## config.mk

```make
export PLATFORM = sky130hd
export DESIGN_NAME = rpi_bus_if
export DESIGN_NICKNAME = d
export VERILOG_FILES = /design/src/rtl/rpi_bus_pkg.sv /design/src/rtl/rpi_bus_fifo.sv /design/src/rtl/rpi_bus_if.sv
export SDC_FILE = /design/constraint.sdc
export NUM_CORES = 1
export LEC_CHECK = 0
export CAP_MARGIN = 30
export CELL_PAD_IN_SITES_DETAIL_PLACEMENT = 1
export CELL_PAD_IN_SITES_GLOBAL_PLACEMENT = 1
export CORE_ASPECT_RATIO = 0.75
export CORE_UTILIZATION = 50
export DETAILED_ROUTE_END_ITERATION = 16
export PLACE_DENSITY_LB_ADDON = 0.25
export SLEW_MARGIN = 20
export SYNTH_ARGS = -nofsm -noshare
export SYNTH_HDL_FRONTEND = slang
export SYNTH_SLANG_ARGS = --single-unit
```

## constraint.sdc

```tcl
create_clock -name clk_100mhz -period 3 [get_ports clk_100mhz]
set_input_delay 0.6 -clock clk_100mhz [delete_from_list [all_inputs] [get_ports clk_100mhz]]
set_output_delay 0.6 -clock clk_100mhz [all_outputs]
set_load 0.005 [all_outputs]
```

## src/rtl/rpi_bus_pkg.sv

```systemverilog
// Shared defaults and width helpers for the RPi parallel-bus slave.
package rpi_bus_pkg;

    localparam int DATA_W_DEF   = 8;
    localparam int RX_DEPTH_DEF = 16;

    // Width needed to hold an occupancy of 0..depth inclusive.
    function automatic int cnt_w(input int depth);
        return $clog2(depth + 1);
    endfunction

endpackage

```

## src/rtl/rpi_bus_fifo.sv

```systemverilog
// Synchronous first-word-fall-through FIFO with registered occupancy count.
module rpi_bus_fifo
    import rpi_bus_pkg::*;
#(
    parameter  int WIDTH = DATA_W_DEF,
    parameter  int DEPTH = RX_DEPTH_DEF,
    localparam int AW    = $clog2(DEPTH),
    localparam int CW    = cnt_w(DEPTH)
) (
    input  logic             clk,
    input  logic             rst_n,
    input  logic             i_push,
    input  logic [WIDTH-1:0] i_data,
    input  logic             i_pop,
    output logic [WIDTH-1:0] o_data,
    output logic             o_full,
    output logic             o_empty,
    output logic [CW-1:0]    o_count
);

    logic [WIDTH-1:0] r_mem [DEPTH];
    logic [AW-1:0]    r_wr_ptr;
    logic [AW-1:0]    r_rd_ptr;
    logic [CW-1:0]    r_count;
    logic             w_push_ok;
    logic             w_pop_ok;

    assign o_full    = (r_count == CW'(DEPTH));
    assign o_empty   = (r_count == '0);
    assign o_count   = r_count;
    assign o_data    = r_mem[r_rd_ptr];
    // A full FIFO still accepts a push when the head leaves in the same cycle.
    assign w_push_ok = i_push & (~o_full | i_pop);
    assign w_pop_ok  = i_pop & ~o_empty;

    // NOTE: storage has no reset; pointers and count define which entries are valid.
    always_ff @(posedge clk) begin
        if (w_push_ok) r_mem[r_wr_ptr] <= i_data;
    end

    always_ff @(posedge clk or negedge rst_n) begin
        if (!rst_n) begin
            r_wr_ptr <= '0;
            r_rd_ptr <= '0;
            r_count  <= '0;
        end else begin
            if (w_push_ok) r_wr_ptr <= r_wr_ptr + 1'b1;
            if (w_pop_ok)  r_rd_ptr <= r_rd_ptr + 1'b1;
            case ({w_push_ok, w_pop_ok})
                2'b10:   r_count <= r_count + 1'b1;
                2'b01:   r_count <= r_count - 1'b1;
                default: r_count <= r_count;
            endcase
        end
    end

endmodule

```

## src/rtl/rpi_bus_if.sv

```systemverilog
// RPi parallel-bus slave: synchronised strobe, RX FIFO stream, TX holding register, LEDs.
// Define RPI_BUS_LOOPBACK_EN to feed RX FIFO bytes straight back to RPi reads.
module rpi_bus_if
    import rpi_bus_pkg::*;
#(
    parameter  int DATA_W      = DATA_W_DEF,
    parameter  int RX_DEPTH    = RX_DEPTH_DEF,
    parameter  int SYNC_STAGES = 2,
    parameter  int LED_W       = 4,
    localparam int CW          = cnt_w(RX_DEPTH)
) (
    input  logic              clk_100mhz,
    input  logic              reset_n,
    input  logic              bus_clk,
    input  logic              bus_rnw,
    input  logic [DATA_W-1:0] bus_data_in,
    output logic [DATA_W-1:0] bus_data_out,
    output logic              bus_data_oe,
    output logic [DATA_W-1:0] m_data,
    output logic              m_valid,
    input  logic              m_ready,
    input  logic [DATA_W-1:0] s_data,
    input  logic              s_valid,
    output logic              s_ready,
    output logic [CW-1:0]     rx_count,
    output logic [LED_W-1:0]  led_out,
    output logic              rx_overflow,
    output logic              tx_underflow
);

    localparam int               ARM_W   = $clog2(SYNC_STAGES + 2);
    localparam logic [ARM_W-1:0] ARM_MAX = ARM_W'(SYNC_STAGES + 1);

    logic [SYNC_STAGES-1:0] r_clk_sync;
    logic [SYNC_STAGES-1:0] r_rnw_sync;
    logic [DATA_W-1:0]      r_data_sync [SYNC_STAGES];
    logic                   r_clk_d;
    logic [ARM_W-1:0]       r_arm_cnt;
    logic [DATA_W-1:0]      r_tx_hold;
    logic                   r_tx_valid;
    logic [LED_W-1:0]       r_led;
    logic                   r_ovf;
    logic                   r_udf;

    logic                   w_clk_s;
    logic                   w_rnw_s;
    logic [DATA_W-1:0]      w_data_s;
    logic                   w_armed;
    logic                   w_wr;
    logic                   w_rd;
    logic                   w_full;
    logic                   w_empty;
    logic [DATA_W-1:0]      w_head;
    logic                   w_fifo_pop;
    logic                   w_tx_load;
    logic [DATA_W-1:0]      w_tx_data;
    logic                   w_unused;

    assign w_clk_s  = r_clk_sync[SYNC_STAGES-1];
    assign w_rnw_s  = r_rnw_sync[SYNC_STAGES-1];
    assign w_data_s = r_data_sync[SYNC_STAGES-1];
    assign w_armed  = (r_arm_cnt == ARM_MAX);
    assign w_wr     = w_armed & w_clk_s & ~r_clk_d & ~w_rnw_s;
    assign w_rd     = w_armed & ~w_clk_s & r_clk_d & w_rnw_s;

    always_ff @(posedge clk_100mhz or negedge reset_n) begin
        if (!reset_n) begin
            r_clk_sync <= '0;
            r_rnw_sync <= '0;
            for (int i = 0; i < SYNC_STAGES; i++) r_data_sync[i] <= '0;
            r_clk_d    <= 1'b0;
            r_arm_cnt  <= '0;
        end else begin
            r_clk_sync <= {r_clk_sync[SYNC_STAGES-2:0], bus_clk};
            r_rnw_sync <= {r_rnw_sync[SYNC_STAGES-2:0], bus_rnw};
            r_data_sync[0] <= bus_data_in;
            for (int i = 1; i < SYNC_STAGES; i++) r_data_sync[i] <= r_data_sync[i-1];
            r_clk_d    <= w_clk_s;
            // Edges stay masked until a bus_clk held through reset has reached clk_d.
            if (!w_armed) r_arm_cnt <= r_arm_cnt + 1'b1;
        end
    end

`ifdef RPI_BUS_LOOPBACK_EN
    assign w_fifo_pop = ~r_tx_valid & ~w_empty;
    assign w_tx_load  = w_fifo_pop;
    assign w_tx_data  = w_head;
    assign m_valid    = 1'b0;
    assign s_ready    = 1'b0;
    assign w_unused   = ^{s_data, s_valid, m_ready};
`else
    assign w_fifo_pop = m_ready & ~w_empty;
    assign w_tx_load  = s_valid & ~r_tx_valid;
    assign w_tx_data  = s_data;
    assign m_valid    = ~w_empty;
    assign s_ready    = ~r_tx_valid;
    assign w_unused   = 1'b0;
`endif

    rpi_bus_fifo #(
        .WIDTH (DATA_W),
        .DEPTH (RX_DEPTH)
    ) u_rx_fifo (
        .clk     (clk_100mhz),
        .rst_n   (reset_n),
        .i_push  (w_wr),
        .i_data  (w_data_s),
        .i_pop   (w_fifo_pop),
        .o_data  (w_head),
        .o_full  (w_full),
        .o_empty (w_empty),
        .o_count (rx_count)
    );

    always_ff @(posedge clk_100mhz or negedge reset_n) begin
        if (!reset_n) begin
            r_tx_hold  <= '0;
            r_tx_valid <= 1'b0;
            r_led      <= '0;
            r_ovf      <= 1'b0;
            r_udf      <= 1'b0;
        end else begin
            if (w_tx_load) begin
                r_tx_hold  <= w_tx_data;
                r_tx_valid <= 1'b1;
            end else if (w_rd && r_tx_valid) begin
                r_tx_valid <= 1'b0;
            end
            if (w_rd && !r_tx_valid)              r_udf <= 1'b1;
            if (w_wr)                             r_led <= w_data_s[LED_W-1:0];
            if (w_wr && w_full && !w_fifo_pop)    r_ovf <= 1'b1;
        end
    end

    assign m_data       = w_head;
    assign bus_data_oe  = w_rnw_s;
    assign bus_data_out = r_tx_valid ? r_tx_hold : '0;
    assign led_out      = r_led;
    assign rx_overflow  = r_ovf;
    assign tx_underflow = r_udf;

endmodule

```

=== After elaboration in Yosys (flattened, before gate mapping) ===
Memory sizes are Yosys's and may differ from the RTL's.
Index checks and enable logic that the tools add are counted.

* Multiplexer cells: 6
* Add/subtract/negate cells: 5
* Bitwise gates (word level): 17
* Eq/ne operators: 4
* Reductions and logical operators: 9

{| class="wikitable"
|+ Operator list
! cell !! count
|-
| AND 1 bit || 10
|-
| one-hot mux 5 bit (2 select lines) || 1
|-
| adder 4 x 1 -> 4 bit (second input constant) || 2
|-
| 2-to-1 mux 8 bit || 1
|-
| NOT 1 bit || 6
|-
| adder 5 x 1 -> 5 bit (second input constant) || 1
|-
| == test 5 bit (second input constant) || 1
|-
| logical NOT 5 bit || 1
|-
| subtractor 5 x 1 -> 5 bit (second input constant) || 1
|-
| == test 2 bit (second input constant) || 2
|-
| logical AND 1 bit || 4
|-
| 2-to-1 mux 1 bit || 4
|-
| nonzero test 2 bit || 2
|-
| adder 2 x 1 -> 2 bit (second input constant) || 1
|-
| == test 2 x 1 -> 1 bit (second input constant) || 1
|-
| logical NOT 1 bit || 2
|-
| bitwise OR 1 bit || 1
|}

* Memories kept: 1
* Word-level logic and storage cells: 56
* Bits in writable memories: 128
* Output and inout bits: 30
* Flip-flop bits (word level): 51
* Input port bits: 22

{| class="wikitable"
|+ Memories
! memory !! words !! bits a word !! rd ports !! clocked after memory_dff !! write ports !! line !! text
|-
| u_rx_fifo.r_mem || 16 || 8 || 1 || 0 || 1 || rpi_bus_fifo.sv:21 || <nowiki>logic [WIDTH-1:0] r_mem [DEPTH];</nowiki>
|}

=== Depth between registers and ports, before layout ===
Gate-level depths: netlist of the first run.

* Depth after elaboration: 7
* Mapped depth: 12
* Gate-level depth less buffers: 11

=== Modules after synthesis ===
Synthesis of the first run repeated with hierarchy kept, for this count alone.

* Cell total of the unflattened synthesis: 406
* Area, all modules: 7053.0 um^2

{| class="wikitable"
|+ By module, submodules not included
! module !! area an instance (um^2) !! cells each !! instances !! sequential area each (um^2)
|-
| rpi_bus_fifo || 5780.5 || 332 || 1 || 4169.0
|-
| rpi_bus_if || 1272.5 || 74 || 1 || 950.9
|}

=== Least setup slack after synthesis of the first run ===
No wires, ideal clock.

* Path type: flip-flop to flip-flop
* Start: reg r_arm_cnt[0]
* End: reg u_rx_fifo.r_count[2], in the netlist u_rx_fifo.o_count[2]
* Stages on the path, launching flop included: 13
* Arrival time: 2.346 ns
* Buffers on the path: 1
* Path slack: 0.528 ns
* Period minus slack after synthesis: 2.472 ns
* Path through: dfrtp_1 -> ha_1 -> nand4bb_1 -> a31oi_4 -> inv_1 -> ha_1 -> buf_2 -> xor2_1 -> ha_1 -> a21oi_1 -> xor2_1 -> nor2_1 -> xor2_1

* Word-level cells in the longest chain between the ends: 7

{| class="wikitable"
|+ RTL lines
! item !! line !! text
|-
| from (decl) || rpi_bus_if.sv:38 || <nowiki>logic [ARM_W-1:0] r_arm_cnt;</nowiki>
|-
| from (signal assigned) || rpi_bus_if.sv:80 || <nowiki>if (!w_armed) r_arm_cnt <= r_arm_cnt + 1'b1;</nowiki>
|-
| == test 2 bit (*) || rpi_bus_if.sv:62 || <nowiki>assign w_armed = (r_arm_cnt == ARM_MAX);</nowiki>
|-
| AND 1 bit (*) (3 in a row) || rpi_bus_if.sv:63 || <nowiki>assign w_wr = w_armed & w_clk_s & ~r_clk_d & ~w_rnw_s;</nowiki>
|-
| AND 1 bit (*) || rpi_bus_fifo.sv:33 || <nowiki>assign w_push_ok = i_push & (~o_full | i_pop);</nowiki>
|-
| == test 2 x 1 -> 1 bit or == test 2 bit (tied branches) || rpi_bus_fifo.sv:49 || <nowiki>case ({w_push_ok, w_pop_ok})</nowiki>
|-
| one-hot mux 5 bit (2 select lines) or nonzero test 2 bit (tied branches) || -- ||
|-
| to (signal assigned) || rpi_bus_fifo.sv:50 || <nowiki>2'b10: r_count <= r_count + 1'b1;</nowiki>
|-
| to (signal assigned) || rpi_bus_fifo.sv:51 || <nowiki>2'b01: r_count <= r_count - 1'b1;</nowiki>
|-
| to (signal assigned) || rpi_bus_fifo.sv:52 || <nowiki>default: r_count <= r_count;</nowiki>
|-
| to (decl) || rpi_bus_fifo.sv:24 || <nowiki>logic [CW-1:0] r_count;</nowiki>
|}

Mark *: on every way between the ends. The rest lies on a longest branch, timed or not.
A chain may end at the register's enable or synchronous reset.

=== Worst setup path after layout of the first run ===
* Start: reg u_rx_fifo.r_rd_ptr[0]
* End: out m_data[4]

* Word-level cells in the longest chain between the ends: 1

{| class="wikitable"
|+ RTL lines
! item !! line !! text
|-
| from (decl) || rpi_bus_fifo.sv:23 || <nowiki>logic [AW-1:0] r_rd_ptr;</nowiki>
|-
| from (signal assigned) || rpi_bus_fifo.sv:48 || <nowiki>if (w_pop_ok) r_rd_ptr <= r_rd_ptr + 1'b1;</nowiki>
|-
| memory (16 x 8 bit) || -- ||
|-
| to (decl) || rpi_bus_if.sv:19 || <nowiki>output logic [DATA_W-1:0] m_data,</nowiki>
|}

Every way passes these cells.

==> summary.md, run 1 <==
| Metric | Value |
|---|---|
| Reg2reg start | r_arm_cnt[0] |
| Sum of negative setup slack | 0 ns |
| CTS max path bufs | 2 |
| Gpl congestion | 0.716 |
| Crit Path Class | reg2out |
| Post-synth EDFFs | 128 |
| CTS Sinks | 179 |
| Row Count | 37 |
| Post-Syn Area | 7000 um^2 |
| Avg Cell Area, Syn | 18.9 um^2 |
| Initial antenna violation count | 0 |
| Worst-Skew Late Latency | 0.43 ns |
| Met2 Wirelength | 7730 um |
| Wl on met1 | 6350 um |
| DR vias/cell | 5.66 |
| Initial Utilization | 51.1% |
| Synth Instances | 370 |
| Post-DP HPWL | 9710 um |
| Vias in the first global route | 3,878 |
| Min-delay worst type | in2async |
| Setup-failing EPs final | 0 |
| Worst path slowest cell | mux4_2 |
| I/O Pins | 52 |
| Post-synth ARST share | 28.5% |
| Antenna cell count | 0 |
| First drt pass iteration count | 4 |
| Final Hold Fails | 0 |
| CTS tree | yes |
| WP data arrival | 2.39 ns |
| Place WS | 0.235 ns |
| Routed wl met3 | 1080 um |
| Max-slew violation count | 0 |
| Distinct cell type count of the synthesized netlist | 38 |
| Top_reg_cell synth | edfxtp_1 |
| Global-route wire length before repair | 23,500 um |
| PwrDens | 900 nW/um^2 |
| Max Fclk | 334 MHz |
| Initial detailed-routing violation count | 229 |
| Max rail drop VDD | 0.410 mV |
| Critical Path, Cell by Cell | buf_6 -> bufbuf_16 -> mux4_2 -> a22oi_2 -> nand2_1 -> clkdlybuf4s50_1 |
| Yosys warns | 0 |
| Non-Filler Instances | 649 |
| FF-to-FF setup slack | 0.39 ns |
| Lkg Pwr | 3.17 nW |
| Core footprint | 13,700 um^2 |
| Worst setup EP type | primary output |
| PnR worst setup slack | 0.00866 ns |
| Synth Net Count | 401 |
| H-tree depth | 4 |
| Slew @ Worst Pin | 0.810 ns |
| Root buf cell | clkbuf_16 |
| Total GRT Usage | 23.2% |
| Area Overhead vs Synth | 23.1% |
| Critical path data required time | 2.40 ns |
| Unrepaired setup endpoints after global routing | yes |
| Antenna Nets Post-Route | 0 |
| Drt wl/cell | 23.7 um |
| Nets@finish | 492 |
| Placed insts | 608 |
| Fraction of layout cells with a size suffix above 1 | 25.3% |
| Post-synthesis sequential area ratio | 73.1% |
| Status | completed |
| Critical Path Fanout Max | 7 |
| Design Power | 7.76 mW |
| Port bufs | 51 |
| Full die area | 14,500 um^2 |
| DR top layer | met4 |
| Max incr delay on CP | 0.51 ns |
| Period utilisation layout | 99.7% |
| Drt drc | 0 |
| CTS Buf Count | 17 |
| Die width | 139 um |
| Routed Wire Length | 15,400 um |
| GRT overflow | 0 |
| Clock period minus worst slack | 2.99 ns |
| Fillers | 1,180 |
| Worst-path clk slew | 0.06 ns |
| Most common cell after layout, fill and taps aside | edfxtp_1 |
| Max-Cap Viols | 0 |
| Largest net degree at the start of global routing | 40 |
| WHS | 0.0226 ns |
| Vias | 3,673 |
| Die height | 104 um |
| #FFs+latches synth | 179 |
| CP startpoint | u_rx_fifo.r_rd_ptr[0] |
| Clk_skew | 0.00868 ns |
| Commonest cells after routing, fill and taps aside | edfxtp_1 (128), dfrtp_1 (50), clkdlybuf4s50_1 (43) |
| Max_slew headroom | 45.9% |
| Startpoint types | flop |
-- what timing repair did --
item,CTS,global route
gates cloned,2,0
setup buffers,5,1
pin swaps,1,3
hold buffers,0,0
endpoints found under the setup margin,8,4
gates resized for setup,23,8
-- state kept, by name (all words and copies together) (netlist names) --
signal / flops
u_rx_fifo.r_mem: 128
r_data_sync: 8
r_tx_hold: 8
w_data_s: 8
u_rx_fifo.o_count: 5
led_out: 4
u_rx_fifo.r_rd_ptr: 4
u_rx_fifo.r_wr_ptr: 4
r_arm_cnt: 2
r_clk_sync: 2
r_rnw_sync: 2
r_clk_d: 1
r_tx_valid: 1
rx_overflow: 1
tx_underflow: 1
-- where the power goes --
group	switching, mW	total (mW)	internal, mW
Sequential	0.272	3.16	2.88
Combinational	1.04	2.40	1.36
Clock	0.913	2.20	1.29
Total	2.22	7.76	5.54
-- per-layer routing --
metal / vias to the layer above / track usage [%]
li1: 1615 / -
met1: 1931 / 31.0
met2: 112 / 37.1
met3: 15 / 6.95
met4: 0 / 7.30
met5: - / 0
-- cell families after synthesis --
logic type	count (synthesis)	share of synthesized area [%]
AOI/OAI and AO/OA	30	3.16
xor gates and xnor gates	14	1.75
adders and majority gates	9	1.61
buffers and inverters	23	2.13
DFF	179	73.1
muxes	43	12.9
and+or+nand+nor	72	5.31
-- metrics by stage --
step | utilization [%] | area, um^2
2_1_floorplan | - | 7000
3_3_place_gp | 57.2 | 7840
3_5_place_dp | 57.2 | 7840
4_1_cts | 62.6 | 8570
5_1_grt | 62.9 | 8620
6_report | 62.9 | 8620
-- worst paths after layout --
kind / to / cells after the start
max in group asynchronous: u_rx_fifo.r_rd_ptr[0] / 2
min in group clk_100mhz: w_data_s[5] / 0
hold reg to reg: w_data_s[5] / 0
setup / recovery: m_data[4] / 6
setup reg to reg: u_rx_fifo.o_count[4] / 11
hold / removal: r_tx_hold[3] / 1
-- layout make-up --
class                           count  area [um^2]  area share [%]
Clock buffer                       22          507            5.88
Clock inverter                     10         91.3            1.06
Inverter                            6         22.5           0.261
Multi-Input combinational cell    168         1760            20.4
Sequential cell                   179         5120            59.4
Tap cell                          175          219            2.54
Timing Repair Buffer               89          903            10.5
-- synthesized netlist by cell type, types with 2 or more instances --
| cell type | count | area [um^2] |
|---|---|---|
| edfxtp_1 | 128 | 3840 |
| dfrtp_1 | 51 | 1280 |
| nand2_1 | 28 | 105 |
| a22oi_1 | 17 | 128 |
| mux4_1 | 16 | 420 |
| mux4_2 | 16 | 360 |
| nor2_1 | 15 | 56.3 |
| mux2_2 | 11 | 124 |
| and2_1 | 9 | 56.3 |
| ha_1 | 9 | 113 |
| xnor2_1 | 8 | 70.1 |
| a21oi_1 | 6 | 30.0 |
| inv_1 | 6 | 22.5 |
| xor2_1 | 6 | 52.6 |
| nor3_1 | 5 | 25.0 |
| buf_2 | 4 | 20.0 |
| clkbuf_1 | 4 | 15.0 |
| clkdlybuf4s25_2 | 3 | 30.0 |
| nand2b_1 | 3 | 18.8 |
| nor2b_1 | 3 | 18.8 |
| buf_4 | 2 | 15.0 |
| buf_6 | 2 | 22.5 |
| nand4_1 | 2 | 12.5 |
| o21ai_0 | 2 | 10.0 |
-- critical path, delay by kind of cell, from the launching register on --
kind / cells / cell delay [ns]
and+or+nand+nor: 1 / 0.07
buffers and inverters: 3 / 0.84
AOI/OAI and AO/OA: 1 / 0.14
muxes: 1 / 0.51
DFF: 1 / 0.40
Note: power is estimated with default switching activity, not from simulation.
==> run 2: changes to the inputs <==
--- a/config.mk
+++ b/config.mk
@@ -9,8 +9,9 @@
 export CELL_PAD_IN_SITES_DETAIL_PLACEMENT = 1
 export CELL_PAD_IN_SITES_GLOBAL_PLACEMENT = 1
 export CORE_ASPECT_RATIO = 0.75
-export CORE_UTILIZATION = 50
+export CORE_UTILIZATION = 54
 export DETAILED_ROUTE_END_ITERATION = 16
+export DONT_BUFFER_PORTS = 1
 export PLACE_DENSITY_LB_ADDON = 0.25
 export SLEW_MARGIN = 20
 export SYNTH_ARGS = -nofsm -noshare
==> run 2 against run 1 <==
Against the previous run:
- cell count down 12%
- utilization up 0.067 points
- sequential cell count unchanged
- register-to-register slack worse by 0.04 ns
- critical endpoint is now m_data[2]
- largest power group unchanged
==> summary.md, run 2 (synthesized netlist as in run 1, its figures left out) <==
| Metric | Value |
|---|---|
| Status | completed (unchanged) |
| CTS Sinks | 179 (unchanged) |
| Die height | 101 um (was 104 um) |
| Critical path data required time | 2.40 ns (about the same) |
| Util after Layout | 63.0% (was 62.9%) |
| Initial detailed-routing violation count | 308 (was 229) |
| Worst-path clk slew | 0.07 ns (was 0.06 ns) |
| Full die area | 13,400 um^2 (was 14,500 um^2) |
| Max-Cap Viols | 0 (unchanged) |
| Crit Path Class | reg2out (unchanged) |
| Gpl congestion | 0.796 (was 0.716) |
| Worst-Skew Late Latency | 0.42 ns (was 0.43 ns) |
| GRT overflow | 0 (unchanged) |
| Non-Filler Instances | 572 (was 649) |
| Period utilisation layout | 89.6% (was 99.7%) |
| Startpoint types | flop (unchanged) |
| Number of setup buffers added after CTS | 0 (was 5) |
| Antenna cell count | 0 (unchanged) |
| Clk_skew | 0.0123 ns (was 0.00868 ns) |
| Final Hold Fails | 0 (unchanged) |
| Min-delay worst type | in2async (unchanged) |
| Max reg flops | 128 (unchanged) |
| Max Fclk | 372 MHz (was 334 MHz) |
| Most common cell after layout, fill and taps aside | edfxtp_1 (unchanged) |
| Design Power | 6.91 mW (was 7.76 mW) |
| Initial antenna violation count | 0 (unchanged) |
| CTS tree | yes (unchanged) |
| Slew @ Worst Pin | 0.693 ns (was 0.810 ns) |
| Total GRT Usage | 23.1% (was 23.2%) |
| Area Overhead vs Synth | 12.3% (was 23.1%) |
| Max incr delay on CP | 0.59 ns (was 0.51 ns) |
| Commonest cells after routing, fill and taps aside | edfxtp_1 (128), dfrtp_1 (50), nand2_1 (28) (was edfxtp_1 (128), dfrtp_1 (50), clkdlybuf4s50_1 (43)) |
| Setup-failing EPs final | 0 (unchanged) |
| Antenna Nets Post-Route | 0 (unchanged) |
| Routed Wire Length | 14,000 um (was 15,400 um) |
| PwrDens | 879 nW/um^2 (was 900 nW/um^2) |
| Global-route wire length before repair | 21,600 um (was 23,500 um) |
| Fraction of layout cells with a size suffix above 1 | 20.4% (was 25.3%) |
| Lkg Pwr | 2.81 nW (was 3.17 nW) |
| Clock period minus worst slack | 2.69 ns (was 2.99 ns) |
| Vias in the first global route | 3,708 (was 3,878) |
| Critical Path, Cell by Cell | buf_12 -> mux4_1 -> a22oi_1 -> nand2_1 (was buf_6 -> bufbuf_16 -> mux4_2 -> a22oi_2 -> nand2_1 -> clkdlybuf4s50_1) |
| CTS max path bufs | 2 (unchanged) |
| Sum of negative setup slack | 0 ns (unchanged) |
| Worst path slowest cell | mux4_1 (was mux4_2) |
| Initial Utilization | 56.1% (was 51.1%) |
| Largest net degree at the start of global routing | 52 (was 40) |
| Max-slew violation count | 0 (unchanged) |
| Drt drc | 0 (unchanged) |
| Row Count | 35 (was 37) |
| Critical Path Fanout Max | 35 (was 7) |
| Largest register by flop count | u_rx_fifo.r_mem (unchanged) |
| Nets@finish | 424 (was 492) |
| Max rail drop VDD | 0.507 mV (was 0.410 mV) |
| Max_slew headroom | 53.7% (was 45.9%) |
| DR vias/cell | 5.88 (was 5.66) |
| I/O Pins | 52 (unchanged) |
| Drt wl/cell | 24.5 um (was 23.7 um) |
| Worst setup EP type | primary output (unchanged) |
| Placed insts | 539 (was 608) |
| WP data arrival | 2.09 ns (was 2.39 ns) |
| H-tree depth | 4 (unchanged) |
| Post-DP HPWL | 8990 um (was 9710 um) |
| First drt pass iteration count | 5 (was 4) |
| Root buf cell | clkbuf_16 (unchanged) |
| Die width | 133 um (was 139 um) |
| Port bufs | 0 (was 51) |
| Unrepaired setup endpoints after global routing | no (was yes) |
| Vias | 3,362 (was 3,673) |
| CTS Buf Count | 17 (unchanged) |
| Core footprint | 12,500 um^2 (was 13,700 um^2) |
==> run 2: layout make-up <==
cell class              instances  area, um^2
flip-flops and latches        179        5120
fillers                      1077        4620
multi-input cells             168        1740
clock buffers                  18         429
well taps                     166         208
repair buffers                 21         190
clock inverters                14         154
inverters                       6        22.5
==> run 2: metrics by stage <==
| stage | hold WS [ns] | instance area (um^2) | worst slack [ns] |
|---|---|---|---|
| after floorplan | 0.304 | 7000 | 0.528 |
| after global placement | 0.306 | 7250 | 0.416 |
| after detailed placement | 0.306 | 7250 | 0.272 |
| after CTS | 0.0292 | 7860 | 0.241 |
| after global routing | 0.0196 | 7860 | 0.103 |
| final | 0.0186 | 7860 | 0.312 |
==> run 2: worst paths after layout <==
path / start / end / slack (ns) / cells past startpoint
min reg2reg: r_data_sync[13] / w_data_s[5] / 0.35 / 0
max reg2reg: r_arm_cnt[0] / u_rx_fifo.o_count[4] / 0.35 / 11
min: reset_n / r_data_sync[12] / 0.02 / 1
max in group asynchronous: reset_n / u_rx_fifo.r_rd_ptr[0] / 2.70 / 1
min in group clk_100mhz: bus_data_in[2] / r_data_sync[10] / 0.21 / 0
max: u_rx_fifo.r_rd_ptr[0] / m_data[2] / 0.31 / 4
==> run 2: timing repair <==
item                                    CTS  global route
hold buffers                              1             0
endpoints found under the setup margin    0             1
endpoints found under the hold margin    51             0
gates resized for setup                   0             1
==> run 2: power breakdown <==
group	switching (mW)	internal [mW]
sequential	0.282	2.88
clock	0.936	1.24
combinational	0.812	0.759
total	2.03	4.88
==> run 2: per-layer routing <==
layer | share of wire [%] | track usage [%] | vias up | routed length (um)
met5 | 0 | 0 | - | 0
met1 | 43 | 30.0 | 1771 | 6040
li1 | - | - | 1493 | -
met4 | 0.84 | 6.64 | 0 | 118
met2 | 51 | 38.7 | 89 | 7120
met3 | 5.5 | 6.18 | 9 | 766
==> run 2: worst max-delay path, delay by kind of cell (launching register included) <==
| kind | cells | cell delay [ns] |
|---|---|---|
| compound gates | 1 | 0.30 |
| simple gates | 1 | 0.14 |
| mux | 1 | 0.59 |
| buf+inv | 1 | 0.27 |
| flops | 1 | 0.37 |
==> run 3: changes to the inputs <==
--- a/config.mk
+++ b/config.mk
@@ -10,6 +10,7 @@
 export CELL_PAD_IN_SITES_GLOBAL_PLACEMENT = 1
 export CORE_ASPECT_RATIO = 0.75
 export CORE_UTILIZATION = 54
+export CTS_BUF_LIST = sky130_fd_sc_hd__clkbuf_8 sky130_fd_sc_hd__clkbuf_16
 export DETAILED_ROUTE_END_ITERATION = 16
 export DONT_BUFFER_PORTS = 1
 export PLACE_DENSITY_LB_ADDON = 0.25
==> run 3 against run 2 <==
Against the previous run:
- sequential cell count did not move
- routed wire length rose by 0.11%
- global-route usage did not move
- first-iteration DRC count did not move
- non-clock buffer count did not move
- clock-buffer cell count fell by 1
==> summary.md, run 3 (synthesized netlist as in run 1, its figures left out) <==
| Metric | Value |
|---|---|
| Drt drc | 0 (unchanged) |
| Placed insts | 539 (unchanged) |
| Top delay family on crit path | multiplexers (unchanged) |
| GRT overflow | 0 (unchanged) |
| Fillers | 1,077 (unchanged) |
| Gpl congestion | 0.796 (unchanged) |
| Vias | 3,358 (was 3,362) |
| Initial detailed-routing violation count | 308 (unchanged) |
| Non-Filler Instances | 572 (unchanged) |
| Setup-failing EPs final | 0 (unchanged) |
| Startpoint types | flop (unchanged) |
| Status | completed (unchanged) |
| Routed Wire Length | 14,100 um (was 14,000 um) |
| Clk_skew | 0.0227 ns (was 0.0123 ns) |
| DR vias/cell | 5.87 (was 5.88) |
| Lkg Pwr | 2.81 nW (about the same) |
| RR Endpoint | u_rx_fifo.o_count[4] (unchanged) |
| Die width | 133 um (unchanged) |
| Total GRT Usage | 23.1% (unchanged) |
| First drt pass iteration count | 4 (was 5) |
| Area Overhead vs Synth | 12.3% (unchanged) |
| Die height | 101 um (unchanged) |
| CTS tree | yes (unchanged) |
| Final Hold Fails | 0 (unchanged) |
| Initial antenna violation count | 0 (unchanged) |
| Global-route wire length before repair | 21,600 um (unchanged) |
| Unrepaired setup endpoints after global routing | no (unchanged) |
| Full die area | 13,400 um^2 (unchanged) |
| Crit Path Class | reg2out (unchanged) |
| Period utilisation layout | 89.9% (was 89.6%) |
| I/O Pins | 52 (unchanged) |
| Design Power | 6.91 mW (about the same) |
| PnR worst setup slack | 0.302 ns (was 0.312 ns) |
| Critical Path Fanout Max | 35 (unchanged) |
| Antenna cell count | 0 (unchanged) |
| Worst path slowest cell | mux4_1 (unchanged) |
| Clock period minus worst slack | 2.70 ns (was 2.69 ns) |
| Port bufs | 0 (unchanged) |
| Max-Cap Viols | 0 (unchanged) |
| Worst-Skew Late Latency | 0.43 ns (was 0.42 ns) |
| PwrDens | 879 nW/um^2 (about the same) |
| Critical Path, Cell by Cell | buf_12 -> mux4_1 -> a22oi_1 -> nand2_1 (unchanged) |
| Max_slew headroom | 53.7% (about the same) |
| Max incr delay on CP | 0.59 ns (about the same) |
| Sum of negative setup slack | 0 ns (unchanged) |
| Fraction of layout cells with a size suffix above 1 | 20.4% (unchanged) |
| CP startpoint | u_rx_fifo.r_rd_ptr[0] (unchanged) |
| Reg area | 5120 um^2 (unchanged) |
| Commonest cells after routing, fill and taps aside | edfxtp_1 (128), dfrtp_1 (50), nand2_1 (28) (unchanged) |
| Antenna Nets Post-Route | 0 (unchanged) |
| Root buf cell | clkbuf_16 (unchanged) |
| Nets@finish | 424 (unchanged) |
| WHS | 0.0156 ns (was 0.0186 ns) |
| Area of the multi-input gates | 1740 um^2 (unchanged) |
| Largest register by flop count | u_rx_fifo.r_mem (unchanged) |
| Drt wl/cell | 24.6 um (was 24.5 um) |
| CTS max path bufs | 2 (unchanged) |
| Largest net degree at the start of global routing | 52 (unchanged) |
| Buffers & Inverters on Critical Path | 1 (unchanged) |
| Vias in the first global route | 3,708 (unchanged) |
| CTS Buf Count | 17 (unchanged) |
| Worst-path clk slew | 0.07 ns (about the same) |
| Most common cell after layout, fill and taps aside | edfxtp_1 (unchanged) |
| Initial Utilization | 56.1% (unchanged) |
| Min-delay worst type | in2async (unchanged) |
| Post-DP HPWL | 8990 um (unchanged) |
| Core footprint | 12,500 um^2 (unchanged) |
| Max rail drop VDD | 0.509 mV (was 0.507 mV) |
| FF-to-FF setup slack | 0.35 ns (about the same) |
| Max reg flops | 128 (unchanged) |
| H-tree depth | 4 (unchanged) |
| Max Fclk | 371 MHz (was 372 MHz) |
| Worst setup EP type | primary output (unchanged) |
| Reg2reg start | r_arm_cnt[0] (unchanged) |
| R2r worst-path depth | 11 (unchanged) |
| Slew @ Worst Pin | 0.693 ns (about the same) |
| Row Count | 35 (unchanged) |
| Critical path data required time | 2.40 ns (about the same) |
| Place WS | 0.272 ns (unchanged) |
| Max-slew violation count | 0 (unchanged) |
| CTS Sinks | 179 (unchanged) |
| WP data arrival | 2.10 ns (was 2.09 ns) |
## run 3: layer usage
metal	GRT usage [%]	share of wire, %
met1	30.0	43
met2	38.7	51
met3	6.18	5.6
met4	6.64	0.68
met5	0	0
## run 3: how the worst max path moves through the flow
stage	endpoint	slack (ns)	cells after the start
floorplan	u_rx_fifo.o_count[2]	0.53	12
global placement	u_rx_fifo.o_count[4]	0.42	9
detailed placement	u_rx_fifo.o_count[4]	0.27	9
CTS	m_data[2]	0.24	4
global route	u_rx_fifo.o_count[4]	0.10	11
finish	m_data[2]	0.30	4
## run 3: cell type report
type	instances	share of cell area (%)
Inverter	6	0.286
Tap cell	166	2.64
Sequential cell	179	65.1
Timing Repair Buffer	21	2.42
Multi-Input combinational cell	168	22.1
Clock buffer	17	5.41
Clock inverter	15	2.01
## run 3: report_power, final
part / internal (mW) / total (mW) / switching [mW]
clock: 1.23 / 2.17 / 0.938
combinational: 0.759 / 1.57 / 0.812
sequential: 2.88 / 3.17 / 0.282
total: 4.88 / 6.91 / 2.03
## run 3: metrics by stage
stage	utilization, %	cell area (um^2)
floorplan	-	7000
global placement	58.1	7250
detailed placement	58.1	7250
CTS	63.0	7860
global route	63.0	7860
finish	63.0	7860
## run 3: repair_timing
action                                  CTS  global route
endpoints found under the setup margin    0             1
hold buffers                              1             0
resized for setup                         0             1
hold endpoints to repair                 51             0
buffers inserted                          0             0
